--- src/rtl/ser_rx_fifo.sv ---
// rtl/ser_rx_fifo.sv - 8N1 UART receiver feeding a receive FIFO; optional parity via SER_RX_PARITY_EN
module ser_rx_fifo #(
    parameter int DEPTH = 16,
    parameter int DIV_W = 32
) (
    input  logic                   clk,
    input  logic                   aresetn,
    input  logic                   rx,
    input  logic [DIV_W-1:0]       cfg_div,
`ifdef SER_RX_PARITY_EN
    input  logic                   cfg_parity_odd,
    output logic                   parity_err,
`endif
    output logic [7:0]             m_data,
    output logic                   m_valid,
    input  logic                   m_ready,
    output logic                   frame_err,
    output logic                   overflow,
    output logic [7:0]             drop_cnt,
    output logic [$clog2(DEPTH):0] level
);
    localparam int AW = $clog2(DEPTH);
    localparam int LW = AW + 1;

    typedef enum logic [2:0] {S_IDLE, S_START, S_DATA, S_PARITY, S_STOP, S_BREAK} state_t;

    state_t           state, state_n;
    logic             rx_s1, rx_s2, line;
    logic [DIV_W-1:0] cfg_div_eff, div_q, div_n, bcnt, bcnt_n;
    logic [7:0]       sr, sr_n;
    logic [2:0]       bidx, bidx_n;
    logic             bit_tick, push, fe, drop;
    logic             full, push_ok, pop;
    logic [7:0]       mem [DEPTH];
    logic [AW-1:0]    wr_ptr, rd_ptr;
`ifdef SER_RX_PARITY_EN
    logic             par_q, par_n, pe;
`endif

    always_ff @(posedge clk or negedge aresetn) begin
        if (!aresetn) begin
            rx_s1 <= 1'b1;
            rx_s2 <= 1'b1;
        end else begin
            rx_s1 <= rx;
            rx_s2 <= rx_s1;
        end
    end
    assign line = rx_s2;

    assign cfg_div_eff = (cfg_div < DIV_W'(2)) ? DIV_W'(2) : cfg_div;
    assign bit_tick    = (bcnt == '0);

    always_ff @(posedge clk or negedge aresetn) begin
        if (!aresetn) begin
            state <= S_IDLE;
            div_q <= DIV_W'(2);
            bcnt  <= '0;
            sr    <= '0;
            bidx  <= '0;
`ifdef SER_RX_PARITY_EN
            par_q <= 1'b0;
`endif
        end else begin
            state <= state_n;
            div_q <= div_n;
            bcnt  <= bcnt_n;
            sr    <= sr_n;
            bidx  <= bidx_n;
`ifdef SER_RX_PARITY_EN
            par_q <= par_n;
`endif
        end
    end

    always_comb begin
        state_n = state;
        div_n   = div_q;
        bcnt_n  = bcnt;
        sr_n    = sr;
        bidx_n  = bidx;
        push    = 1'b0;
        fe      = 1'b0;
`ifdef SER_RX_PARITY_EN
        par_n   = par_q;
        pe      = 1'b0;
`endif
        case (state)
            S_IDLE: begin
                // The 2-flop synchronizer already delays the edge, so start the count one short to land mid-bit
                if (!line) begin
                    div_n   = cfg_div_eff;
                    bcnt_n  = (cfg_div_eff >> 1) - DIV_W'(1);
                    state_n = S_START;
                end
            end
            S_START: begin
                if (!bit_tick) begin
                    bcnt_n = bcnt - DIV_W'(1);
                end else if (line) begin
                    state_n = S_IDLE;
                end else begin
                    bcnt_n  = div_q - DIV_W'(1);
                    bidx_n  = 3'd0;
                    state_n = S_DATA;
                end
            end
            S_DATA: begin
                if (!bit_tick) begin
                    bcnt_n = bcnt - DIV_W'(1);
                end else begin
                    sr_n   = {line, sr[7:1]};
                    bcnt_n = div_q - DIV_W'(1);
                    bidx_n = bidx + 3'd1;
                    if (bidx == 3'd7) begin
`ifdef SER_RX_PARITY_EN
                        state_n = S_PARITY;
`else
                        state_n = S_STOP;
`endif
                    end
                end
            end
`ifdef SER_RX_PARITY_EN
            S_PARITY: begin
                if (!bit_tick) begin
                    bcnt_n = bcnt - DIV_W'(1);
                end else begin
                    par_n   = line;
                    bcnt_n  = div_q - DIV_W'(1);
                    state_n = S_STOP;
                end
            end
`endif
            S_STOP: begin
                if (!bit_tick) begin
                    bcnt_n = bcnt - DIV_W'(1);
                end else if (line) begin
`ifdef SER_RX_PARITY_EN
                    if (((^sr) ^ par_q) != cfg_parity_odd) pe = 1'b1;
                    else                                   push = 1'b1;
`else
                    push = 1'b1;
`endif
                    state_n = S_IDLE;
                end else begin
                    fe      = 1'b1;
                    state_n = S_BREAK;
                end
            end
            S_BREAK: begin
                if (line) state_n = S_IDLE;
            end
            default: state_n = S_IDLE;
        endcase
    end

    assign full    = (level == LW'(DEPTH));
    assign push_ok = push & ~full;
    assign m_valid = (level != '0);
    assign pop     = m_valid & m_ready;
    assign m_data  = m_valid ? mem[rd_ptr] : 8'h00;
`ifdef SER_RX_PARITY_EN
    assign drop    = fe | (push & full) | pe;
`else
    assign drop    = fe | (push & full);
`endif

    always_ff @(posedge clk) begin
        if (push_ok) mem[wr_ptr] <= sr;
    end

    always_ff @(posedge clk or negedge aresetn) begin
        if (!aresetn) begin
            wr_ptr    <= '0;
            rd_ptr    <= '0;
            level     <= '0;
            frame_err <= 1'b0;
            overflow  <= 1'b0;
            drop_cnt  <= 8'h00;
`ifdef SER_RX_PARITY_EN
            parity_err <= 1'b0;
`endif
        end else begin
            if (push_ok) wr_ptr <= wr_ptr + AW'(1);
            if (pop)     rd_ptr <= rd_ptr + AW'(1);
            case ({push_ok, pop})
                2'b10:   level <= level + LW'(1);
                2'b01:   level <= level - LW'(1);
                default: level <= level;
            endcase
            frame_err <= fe;
            overflow  <= push & full;
`ifdef SER_RX_PARITY_EN
            parity_err <= pe;
`endif
            if (drop && drop_cnt != 8'hFF) drop_cnt <= drop_cnt + 8'd1;
        end
    end
endmodule

--- config.mk ---
export PLATFORM = sky130hd
export DESIGN_NAME = ser_rx_fifo
export DESIGN_NICKNAME = d
export VERILOG_FILES = /design/src/rtl/ser_rx_fifo.sv
export SDC_FILE = /design/constraint.sdc
export NUM_CORES = 1
export LEC_CHECK = 0
export ABC_CLOCK_PERIOD_IN_PS = 4400
export CORE_MARGIN = 2
export CORE_UTILIZATION = 60
export CTS_CLUSTER_DIAMETER = 30
export CTS_CLUSTER_SIZE = 16
export DETAILED_ROUTE_END_ITERATION = 16
export PLACE_DENSITY = 0.87
export SETUP_SLACK_MARGIN = 0.15
export SKIP_CTS_REPAIR_TIMING = 1
export SYNTH_ARGS = -nofsm -noshare
export SYNTH_HDL_FRONTEND = slang
export SYNTH_SLANG_ARGS = --single-unit
--- constraint.sdc ---
create_clock -name clk -period 4.4 [get_ports clk]
set_input_delay 0.88 -clock clk [delete_from_list [all_inputs] [get_ports clk]]
set_output_delay 0.88 -clock clk [all_outputs]
set_load 0.05 [all_outputs]
; After elaboration in Yosys (flattened, before gate mapping)
; Memories as Yosys holds them, arrays and structs flattened.
; Index checks and enable logic that the tools add are counted.
[op_classes]
reduce_logical = 12
n_eq_ne = 18
n_lt_le_gt_ge = 1
bitwise_logic = 6
n_mux = 30
add_sub_neg = 9
[op_table]
columns = operator, n
row1 = $mux 32, 6
row2 = $pmux 32 s4, 1
row3 = $sub 32x1->32 const B, 2
row4 = $logic_not 32->1, 1
row5 = $lt 32x2->1 const B, 1
row6 = $sub 31x1->32 const B, 1
row7 = $mux 3, 10
row8 = $ne 2x2->1 const B, 8
row9 = $pmux 3 s5, 1
row10 = $pmux 5 s2, 1
row11 = $eq 3x3->1 const B, 3
row12 = $add 4x1->4 const B, 2
row13 = $add 8x1->8 const B, 1
row14 = $mux 1, 8
row15 = $mux 8, 1
row16 = $ne 8x8->1 const B, 1
row17 = $reduce_and 4->1, 2
row18 = $pmux 3 s2, 1
row19 = $reduce_and 6->1, 1
row20 = $add 5x1->5 const B, 1
row21 = $eq 5x5->1 const B, 1
row22 = $reduce_bool 5->1, 1
row23 = $sub 5x1->5 const B, 1
row24 = $reduce_and 2->1, 2
row25 = other kinds (14), 18
[word_totals]
reg_bits = 103
out_inout_bits = 24
ram_bits = 128
in_bits = 36
elab_cells = 90
mem_count = 1
[mem_list]
columns = name, depth, word_bits, rd, rd_clocked_by_memory_dff, write_ports, line
row1 = mem, 16, 8, 1, 0, 1, 34  ; logic [7:0] mem [DEPTH];

; Longest topological paths before layout
[depth]
depth_word = 6
mapped_depth = 18
mapped_depth_nobuf = 17

; Least setup slack after synthesis
; No wires, ideal clock.
[synth_path]
kind = input -> register
from = input port cfg_div[21]
to = register bcnt[26]
stages = 13
setup_time_ns = 0.122
t_arrival_ns = 3.515
slack_ns = 0.763
required_time_ns = 4.278
path_buffers = 1
path_cell_list = or3_1 or2_2 clkbuf_1 nor3_1 nor2_1 ha_1 nor3b_1 nand2_1 or3_1 or4_1 xnor2_1 a21oi_1 a21oi_1
[synth_via]
elab_chain_cells = 5
[synth_lines]
columns = item, line
row1 = start: declaration, 9  ; input logic [DIV_W-1:0] cfg_div,
row2 = $lt 32x2->1, 51  ; assign cfg_div_eff = (cfg_div < DIV_W'(2)) ? DIV_W'(2) : cfg_div;
row3 = $mux 32 *, 51
row4 = $sub 31x1->32 *, 93  ; bcnt_n = (cfg_div_eff >> 1) - DIV_W'(1);
row5 = $mux 32 *, 91  ; if (!line) begin
row6 = $pmux 32 s4 *, 88  ; case (state)
row7 = end signal: assignment, 67  ; bcnt <= bcnt_n;
row8 = end: declaration, 29  ; logic [DIV_W-1:0] cfg_div_eff, div_q, div_n, bcnt, bcnt_n;
; Mark *: on every way between the ends. The rest lies on a longest branch, timed or not. The select of a mux whose other input is x is not followed.
; A chain may end at the register's enable or synchronous reset.

; Worst setup path after layout
[layout_path]
from = register bcnt[8]
to = register level[4]
[layout_via]
elab_chain_cells = 6
word_cells_on_any_way = 8
classes_between = 2 x eq/ne / 3 x mux / 1 x bitwise / 2 x reduce/logical
[layout_lines]
columns = item, line
row1 = $logic_not 32->1 *, 52  ; assign bit_tick = (bcnt == '0);
row2 = $mux 1 *, 136  ; if (!bit_tick) begin
row3 = $mux 1 *, 88
row4 = $and 1x1->1 *, 159  ; assign push_ok = push & ~full;
row5 = $eq 2x1->1 or $eq 2x2->1 (tied branches), 187  ; case ({push_ok, pop})
row6 = $pmux 5 s2 or $reduce_bool 2->1 (tied branches), -
row7 = end signal: assignment, 188  ; 2'b10: level <= level + LW'(1);
row8 = end signal: assignment, 189  ; 2'b01: level <= level - LW'(1);
row9 = end signal: assignment, 190  ; default: level <= level;
row10 = end: declaration, 20  ; output logic [$clog2(DEPTH):0] level
; Mark *: on every way between the ends. The rest lies on a longest branch, timed or not.

==> flow_metrics.py <==
metrics = {
    "status": {
        "outcome": "finished, final reports clean",
    },
    "synthesis": {
        "synth_edf_count": 128,
        "yosys-top-cells-area": "edfxtp_1 (33%), dfrtp_1 (21%), mux4_2 (7.6%), nand2_1 (4.6%), xnor2_1 (3.0%)",
        "syn_inst": 1033,
        "yosysUniqueCellTypes": 74,
        "synth_top_area_frac": 0.3260,
        "ys.flop_type": "edfxtp_1",
        "postSynthAreaPerCell_um2": 11.41,
        "ys_seq_elements": 231,
        "syn_area_um2": 11790,
        "synth_fp_nets": 1085,
        "synth.most_common_cell": "nand2_1",
        "ys_top_cells_by_count": "nand2_1 (146), edfxtp_1 (128), dfrtp_1 (100)",
        "synth_area_leader_cell": "edfxtp_1",
        "synth-async-reset-ratio": 0.4459,
        "yosysSeqAreaShare": 0.5449,
        "yosys_warnings": 0,
    },
    "worst_setup_path": {
        "path_class": "flop to flop",
        "crit_path_end_kind": "flop",
        "cp_max_fo": 8,
        "arrival_ps": 4350,
        "startpoint_type": "flop",
        "cp.required_ps": 4800,
    },
    "timing": {
        "hold_viol": 0,
        "maxSlewHeadroom": 0.4118,
        "finClkSkew_ps": 36.04,
        "worst_pin_slew_ps": 875.6,
        "period_share": 0.8990,
        "max_freq_ghz": 0.2528,
        "min_period_ps": 3956,
        "whs_ps": 353.5,
        "rsz0062_at_grt": "false",
        "setup_tns_ps": 0,
        "drv_slew": 0,
        "setup_viol": 0,
    },
    "global_routing": {
        "grt_max_degree": 62,
        "grt_pass1_vias": 8900,
        "antenna_found_initial": 0,
        "grt_use_total": 0.3254,
        "grt_pass1_wl_um": 51110,
        "overflow": 0,
    },
    "final_layout": {
        "nNetsFinal": 1174,
        "nFillCells": 1269,
        "final_util": 0.7335,
        "final_area_um2": 14230,
        "area_growth_pct": 20.68,
        "diodes": 0,
        "drive_gt1_frac": 0.1603,
    },
    "detailed_routing": {
        "vias": 9294,
        "wl_um": 32590,
        "drcViolationCount": 0,
        "avgViaCountPerCell": 6.550,
        "firstDrtPassIters": 6,
        "wire_per_inst_um": 22.97,
        "drtAntennaViolNets": 0,
        "first_iter_violations": 1384,
    },
    "floorplanning": {
        "core_area_um2": 19400,
        "core.rowCount": 51,
        "die_x_um": 144.2,
        "die_h_um": 144.2,
        "die_area_um2": 20790,
        "start_util": 0.6078,
        "io_pins": 60,
    },
    "clocking": {
        "clk_path_buf_depth": 3,
        "cts_inserted_buffers": 41,
        "cts_num_sinks": 231,
        "cts_tree": "done",
        "h-tree-depth": 2,
        "clock_latency_ps": 550,
        "clk_pin_slew_worst_paths_ps": 50,
        "cts_root_buf": "clkbuf_16",
    },
    "hold_path": {
        "hold_path_class": "flop to flop",
    },
    "power_and_ir_drop": {
        "ir_worst_vdd_mv": 0.2910,
        "powerDensity_nw_per_um2": 485.3,
        "power.leakage_uw": 0.004978,
    },
    "place": {
        "dpl_cell_area_um2": 12820,
        "port_buffers": 59,
        "place.gp.congestion": 0.9022,
        "place_hpwl_um": 20430,
    },
    "run": {
        "drv_cap": 0,
    },
}
-- final timing paths --
kind	slack, ps	cells after the start	end	start
worst max-delay path	440	15	level[4]$_DFFE_PN0P_	bcnt[8]$_DFFE_PN0P_
worst min-delay path	350	0	line$_DFF_PN1_	rx_s1$_DFF_PN1_
worst max register to register	440	15	level[4]$_DFFE_PN0P_	bcnt[8]$_DFFE_PN0P_
worst min register to register	350	0	line$_DFF_PN1_	rx_s1$_DFF_PN1_
max in group asynchronous	3060	2	rx_s1$_DFF_PN1_	aresetn
min in group asynchronous	450	1	sr[4]$_DFFE_PN0P_	aresetn
-- placed cells by master, fill, tap and decap left out, types with 8 or more instances in the layout --
cell / count
nand2_1: 146
edfxtp_1: 128
dfrtp_1: 99
nor2_1: 71
clkdlybuf4s50_1: 50
o21ai_0: 49
clkbuf_16: 41
mux4_2: 40
xnor2_1: 40
buf_4: 40
a21oi_1: 39
xor2_1: 36
nor3_1: 34
nor4_1: 32
inv_1: 26
or4_1: 18
nand3_1: 17
nand4_1: 15
or3_1: 15
ha_1: 15
nor2b_1: 12
mux2_2: 10
and2_1: 9
nand2b_1: 8
dlymetal6s2s_1: 8
-- cell type report --
type / instances / area (um^2) / area share
Timing Repair Buffer: 99 / 920.9 / 0.06472
Multi-Input combinational cell: 722 / 5059 / 0.3555
Tap cell: 265 / 331.6 / 0.02330
Clock inverter: 31 / 342.8 / 0.02409
Inverter: 27 / 101.3 / 0.007123
Sequential cell: 231 / 6426 / 0.4516
Clock buffer: 44 / 1047 / 0.07360
-- routing by layer --
| metal | vias to the layer above | global-route usage | share of wire |
|---|---|---|---|
| li1 | 4053 | - | - |
| met1 | 4460 | 0.4164 | 0.37 |
| met2 | 651 | 0.5444 | 0.50 |
| met3 | 130 | 0.06258 | 0.091 |
| met4 | 0 | 0.1451 | 0.047 |
| met5 | - | 0 | 0 |
-- state kept, by name, indices dropped and copies added (netlist names) --
register   cells
overflow       1
wr_ptr         4
level          5
div_q         32
line           1
sr             8
drop_cnt       8
rx_s1          1
bidx           3
frame_err      1
mem          128
bcnt          32
state          3
rd_ptr         4
-- stage by stage --
step	setup slack, ps	std cells	power, uW
3_5_place_dp	242.0	1344	3733
3_3_place_gp	305.7	1344	3678
5_1_grt	219.1	1419	7122
6_report	444.5	1419	6905
2_1_floorplan	763.1	1033	3373
4_1_cts	18.30	1419	6916
-- logic make-up (layout without fill, tap and decap cells) --
family,after synthesis,in the layout,share of synthesized area
AND/OR/NAND/NOR,408,408,0.1756
flip-flops,231,231,0.5449
AO/OA/AOI/OAI,170,170,0.09148
buffers and inverters,80,201,0.02621
XOR/XNOR,76,76,0.05646
multiplexers,52,52,0.08766
adder cells (fa/ha/maj),16,16,0.01762
-- power by group --
part / switching (uW) / internal (uW)
clock: 1170 / 2000
combinational: 644 / 483
sequential: 222 / 2390
-- worst max-delay path, cell delays in order (launching register included) --
cell and delay, ps:
dfrtp_1 470, or4_1 670, nor4_4 520, and3_1 270, nand2_1 130, nor2_4 230
inv_2 140, ha_1 280, inv_1 140, fa_1 230, inv_1 50, a21o_1 160
a21oi_1 180, xnor2_1 150, nor2_1 70, xnor2_1 130
Power figures use the tool's default switching activity.
